==> src/rtl/fir_mac_seq_if.sv <==
// fir_mac_seq_if: sample, result and coefficient-load signals of fir_mac_seq.
// master drives samples/coefficients, slave is the filter.
interface fir_mac_seq_if #(
   parameter int DATA_W  = 16,
   parameter int COEFF_W = 16,
   parameter int TAPS    = 20,
   parameter int OUT_W   = 32
);
   logic                        in_valid;
   logic                        in_ready;
   logic signed [DATA_W-1:0]    in_data;
   logic                        out_valid;
   logic signed [OUT_W-1:0]     out_data;
   logic                        coeff_we;
   logic [$clog2(TAPS)-1:0]     coeff_addr;
   logic signed [COEFF_W-1:0]   coeff_data;
   logic                        busy;
   modport master (
      output in_valid, in_data, coeff_we, coeff_addr, coeff_data,
      input  in_ready, out_valid, out_data, busy
   );
   modport slave (
      input  in_valid, in_data, coeff_we, coeff_addr, coeff_data,
      output in_ready, out_valid, out_data, busy
   );
endinterface

==> src/rtl/fir_mac_seq.sv <==
// fir_mac_seq: time-multiplexed single-multiplier FIR with loadable coefficients and saturated output.
// Define FIR_SYMMETRIC_EN for linear-phase folding (ceil(TAPS/2) coefficients and MAC cycles).
module fir_mac_seq #(
   parameter int DATA_W    = 16,
   parameter int COEFF_W   = 16,
   parameter int TAPS      = 20,
   parameter int OUT_W     = 32,
   parameter int OUT_SHIFT = 0
) (
   input logic          clk,
   input logic          rst,
   fir_mac_seq_if.slave bus
);
   localparam int AW    = $clog2(TAPS);
   localparam int ACC_W = DATA_W + COEFF_W + $clog2(TAPS) + 1;
   localparam int SW    = ACC_W > OUT_W ? ACC_W : OUT_W;
`ifdef FIR_SYMMETRIC_EN
   localparam int NC = (TAPS + 1) / 2;
`else
   localparam int NC = TAPS;
`endif
   localparam logic signed [SW-1:0] OMAX = SW'({1'b0, {(OUT_W-1){1'b1}}});
   localparam logic signed [SW-1:0] OMIN = ~OMAX;
   typedef enum logic {IDLE, MAC} state_t;
   state_t                     state;
   logic signed [DATA_W-1:0]   x [TAPS];
   logic signed [COEFF_W-1:0]  h [NC];
   logic [AW-1:0]              idx;
   logic signed [ACC_W-1:0]    acc, sum;
   logic signed [DATA_W:0]     tap;
   logic signed [DATA_W+COEFF_W:0] prod;
   logic signed [SW-1:0]       sh;
   logic signed [OUT_W-1:0]    sat_v;
   logic                       last;
   assign bus.in_ready = state == IDLE;
   assign bus.busy     = state == MAC;
   always_comb begin
      last = idx == AW'(NC - 1);
      tap  = (DATA_W+1)'(x[idx]);
`ifdef FIR_SYMMETRIC_EN
      // odd-length middle tap has no mirror partner
      if (!(TAPS % 2 == 1 && last)) tap = tap + (DATA_W+1)'(x[AW'(TAPS - 1) - idx]);
`endif
      prod  = tap * h[idx];
      sum   = acc + ACC_W'(prod);
      sh    = SW'(sum >>> OUT_SHIFT);
      sat_v = sh > OMAX ? OMAX[OUT_W-1:0] : sh < OMIN ? OMIN[OUT_W-1:0] : sh[OUT_W-1:0];
   end
   always_ff @(posedge clk) begin
      if (rst) begin
         state         <= IDLE;
         idx           <= '0;
         acc           <= '0;
         bus.out_valid <= 1'b0;
         bus.out_data  <= '0;
         for (int i = 0; i < TAPS; i++) x[i] <= '0;
         for (int i = 0; i < NC; i++) h[i] <= '0;
      end else begin
         bus.out_valid <= 1'b0;
         if (state == IDLE) begin
            if (bus.coeff_we && {1'b0, bus.coeff_addr} < (AW+1)'(NC)) h[bus.coeff_addr] <= bus.coeff_data;
            if (bus.in_valid) begin
               x[0] <= bus.in_data;
               for (int i = 1; i < TAPS; i++) x[i] <= x[i-1];
               idx   <= '0;
               acc   <= '0;
               state <= MAC;
            end
         end else begin
            acc <= sum;
            idx <= idx + AW'(1);
            if (last) begin
               bus.out_data  <= sat_v;
               bus.out_valid <= 1'b1;
               state         <= IDLE;
            end
         end
      end
   end
endmodule

==> src/flat_wrapper.sv <==
// flat-port wrapper written by rule: the top's interface ports become plain ports
module fir_mac_seq_flat 
#(
   parameter int DATA_W    = 16,
   parameter int COEFF_W   = 16,
   parameter int TAPS      = 20,
   parameter int OUT_W     = 32,
   parameter int OUT_SHIFT = 0
)
  (clk, rst, bus_in_valid, bus_in_data, bus_coeff_we, bus_coeff_addr, bus_coeff_data, bus_in_ready, bus_out_valid, bus_out_data, bus_busy);
  fir_mac_seq_if #(.DATA_W(DATA_W), .COEFF_W(COEFF_W), .TAPS(TAPS), .OUT_W(OUT_W)) bus_i ();
  input logic clk;
  input logic rst;
  input wire logic [$bits(bus_i.in_valid)-1:0] bus_in_valid;
  input wire logic [$bits(bus_i.in_data)-1:0] bus_in_data;
  input wire logic [$bits(bus_i.coeff_we)-1:0] bus_coeff_we;
  input wire logic [$bits(bus_i.coeff_addr)-1:0] bus_coeff_addr;
  input wire logic [$bits(bus_i.coeff_data)-1:0] bus_coeff_data;
  output wire logic [$bits(bus_i.in_ready)-1:0] bus_in_ready;
  output wire logic [$bits(bus_i.out_valid)-1:0] bus_out_valid;
  output wire logic [$bits(bus_i.out_data)-1:0] bus_out_data;
  output wire logic [$bits(bus_i.busy)-1:0] bus_busy;
  assign bus_i.in_valid = bus_in_valid;
  assign bus_i.in_data = bus_in_data;
  assign bus_i.coeff_we = bus_coeff_we;
  assign bus_i.coeff_addr = bus_coeff_addr;
  assign bus_i.coeff_data = bus_coeff_data;
  assign bus_in_ready = bus_i.in_ready;
  assign bus_out_valid = bus_i.out_valid;
  assign bus_out_data = bus_i.out_data;
  assign bus_busy = bus_i.busy;
  fir_mac_seq #(.DATA_W(DATA_W), .COEFF_W(COEFF_W), .TAPS(TAPS), .OUT_W(OUT_W), .OUT_SHIFT(OUT_SHIFT)) u_core (.clk(clk), .rst(rst), .bus(bus_i));
endmodule
==> config.mk <==
export PLATFORM = sky130hd
export DESIGN_NAME = fir_mac_seq_flat
export DESIGN_NICKNAME = d
export VERILOG_FILES = /design/src/rtl/fir_mac_seq_if.sv /design/src/rtl/fir_mac_seq.sv /design/src/flat_wrapper.sv
export SDC_FILE = /design/constraint.sdc
export NUM_CORES = 2
export LEC_CHECK = 0
export ABC_AREA = 1
export BUFFER_PORTS_ARGS = -buffer_cell sky130_fd_sc_hd__buf_2
export CAP_MARGIN = 20
export CORE_MARGIN = 2
export CORE_UTILIZATION = 40
export CTS_CLUSTER_DIAMETER = 200
export DETAILED_ROUTE_END_ITERATION = 8
export GPL_TIMING_DRIVEN = 0
export MAX_ROUTING_LAYER = met4
export PLACE_DENSITY = 0.63
export SYNTH_ARGS = -nofsm -noshare
export SYNTH_HDL_FRONTEND = slang
export SYNTH_SLANG_ARGS = --single-unit
==> constraint.sdc <==
create_clock -name clk -period 13 [get_ports clk]
set_clock_uncertainty 0.2 [all_clocks]
set_input_delay 1.3 -clock clk [delete_from_list [all_inputs] [get_ports clk]]
set_output_delay 1.3 -clock clk [all_outputs]
set_load 0.02 [all_outputs]
==> impl_metrics.toml <==
[run_status]
status = "finished, final reports clean"

[setup_path]
required_ns = 13.39
crit_type = "reg2reg"
crit_path_end_kind = "flip-flop"
max_stage_delay_ns = 1.01
path_delay_family = "adder cells"
cp_slowest_cell = "clkbuf_1"
worst_path_most_repeated_cell = "inv_1"
crit_buf_inv = 10
start_kind = "flip-flop"
crit_fanout = 10
crit_arrival_ns = 11.71

[synthesis]
synth_area_um2 = 52200
synth_cells = 5359
postSynthAreaPerCell_um2 = 9.74
yosys.area.top_type = "edfxtp_1"
ys_seq_area_share_pct = 51.0
ys_types = 49
synth_area_leaders = "edfxtp_1, fa_1, nor2_1"
synthArstFlopShare_pct = 0
ys.flop_type = "edfxtp_1"
ys_warn_count = 0
ys_ff_latch = 914
synth-edff-count = 832
synth.top_cell.area_share_pct = 47.9

[timing]
setup_viol_count_final = 0
min_period_ns = 11.32
worst_pin_slew_ns = 1.29
finalHoldViolations = 0
period_share_pct = 87.1
relSlewSlack_pct = 14.0
final_max_slew_viol_count = 0
max_freq_ghz = 0.0883
rsz0062_at_grt = "no"

[final_layout]
drive_gt1_share_pct = 7.57
fin_cells = 7579
multi_input_area_um2 = 21600
ff_latch_area_um2 = 26600
fillers = 12500
finalNetCount = 6220
area_delta_synth_final_pct = 13.3

[floorplanning]
num_rows = 132
die_y_um = 365
die_w_um = 365
fp.coreArea_um2 = 129000
boundaryPins = 76
start_util_pct = 40.3
dieArea_um2 = 133000

[placed_design]
post-place-cells = 7380
gp_congestion = 0.973
io_buffers = 75
place_hpwl_um = 130000

[route]
drt-initial-drc-count = 5646
dr.pass1.iters = 7
via_per_inst = 5.41
wire_per_inst_um = 23.8
drcViolationCount = 0
num_vias = 41000
ant_nets = 0
totalWireLength_um = 180000

[grt]
grt_overflow = 0
grt_antenna_before_repair = 15
grt_pass1_vias = 40500
grt_max_degree = 71
track_usage_pct = 27.9
grt_pass1_wl_um = 262000

[power_and_ir_drop]
total_power_mw = 15.2
p_leak_nw = 25.3
power-per-cell-area_nw_per_um2 = 258
vdd_ir_drop_max_v = 0.000344

[run]
cap_violations = 0

[cts]
clockBufferDepth = 3
cts_tree = "done"
post-cts-setup-buffer-count = 0
cts_hold_buf = 0
htreeDepth = 3
numClockSinks = 914
path_clk_slew_ns = 0.06
cts_resized = 0
cts-root-buf = "clkbuf_16"
clkLatencyLatePin_ns = 0.76
cts_buffers = 100

[min_path]
hold_path.class = "reg2reg"
## state kept, by name (all words and copies together), names as in the netlist, named ones only
register and count:
u_core.idx 5, u_core.bus.out_valid 1, u_core.x 320, u_core.bus.busy 1, u_core.bus.out_data 32, u_core.acc 38, u_core.h 512
## metrics by stage
step / utilization (%) / TNS (ns) / worst slack (ns) / hold slack, ns / area [um2]
final: 45.7 / 0 / 1.68 / 0.262 / 59100
after CTS: 45.6 / 0 / 2.21 / 0.268 / 59000
after detailed placement: 43.1 / 0 / 2.28 / 0.253 / 55800
after floorplan: - / 0 / 3.58 / 0.245 / 52900
after global placement: 42.8 / -471.73 / -1.51 / 0.248 / 55500
after global routing: 45.7 / 0 / 1.47 / 0.291 / 59100
## layout make-up
class / instances / area share (%)
Sequential cell: 914 / 45.0
Multi-Input combinational cell: 3481 / 36.5
Inverter: 852 / 5.42
Clock buffer: 126 / 4.49
Tap cell: 1742 / 3.69
Buffer: 303 / 2.55
Timing Repair Buffer: 93 / 1.24
Clock inverter: 58 / 1.04
Antenna cell: 10 / 0.0423
## synth_stat cells (12+ instances only)
cell type and count:
o21ai_0 458, clkbuf_1 172, nor2_2 13, nor3_1 12, buf_2 68, buf_4 15, a21oi_1 262, buf_6 25
fa_1 322, ha_1 112, o22ai_1 28, inv_1 832, edfxtp_1 832, nand3_1 134, nor2_1 1081, o21ai_1 32
o221ai_1 92, xor2_1 16, buf_1 20, nand2_2 14, dfxtp_1 82, nand2_1 627, inv_2 18, o21ai_4 12
xnor2_1 13, a21oi_2 20
## per-layer routing
layer	vias up	share of wire (%)	GRT usage (%)
li1	18000	-	-
met1	20100	37	34.1
met2	2444	45	42.6
met3	551	11	7.15
met4	0	5.8	14.2
met5	-	0	-
## logic make-up (layout without fill, tap and decap cells)
kind of cell / count (synthesis) / in the layout / share of synthesized area, %
AO/OA/AOI/OAI: 927 / 927 / 10.2
buffers and inverters: 1155 / 1432 / 9.03
adder cells (fa/ha/maj): 434 / 434 / 15.0
other: 1 / 202 / 0.00718
flip-flops: 914 / 914 / 51.0
XOR/XNOR: 29 / 29 / 0.486
AND/OR/NAND/NOR: 1899 / 1899 / 14.3
## worst min-delay path: stages, from the launching register on
cell and delay (ns):
dfxtp_1 0.33, nand2_1 0.05, o21ai_0 0.05
## path summary, 6_finish.rpt
path	startpoint	endpoint	slack, ns	cells past startpoint
max	flip-flop	u_core.bus.out_data[24]	1.68	33
min	u_core.bus.out_data[3]	u_core.bus.out_data[3]	0.26	2
max reg2reg	flip-flop	u_core.bus.out_data[24]	1.68	33
min reg2reg	u_core.bus.out_data[3]	u_core.bus.out_data[3]	0.26	2
## placed cells by master (no fill, tap or decap), types with 20 or more instances in the layout
cell	synthesis	routed
edfxtp_1	832	832
conb_1	1	192
dfxtp_1	82	82
nand2_1	627	626
o21ai_0	458	458
clkbuf_1	172	194
o21ai_1	32	32
a21oi_1	262	262
clkinv_1	0	21
o22ai_1	28	28
o221ai_1	92	92
clkbuf_16	0	102
inv_1	832	832
buf_2	68	143
nand3_1	134	134
buf_1	20	20
nor2_1	1081	1081
fa_1	322	322
ha_1	112	112
buf_6	25	26
a21oi_2	20	20
## power by group
group	internal (mW)	switching (mW)	leakage [nW]
sequential	3.41	0.0700	9.34
clock	1.63	1.26	1.60
combinational	2.78	6.08	14.4
Power figures use the tool's default switching activity.
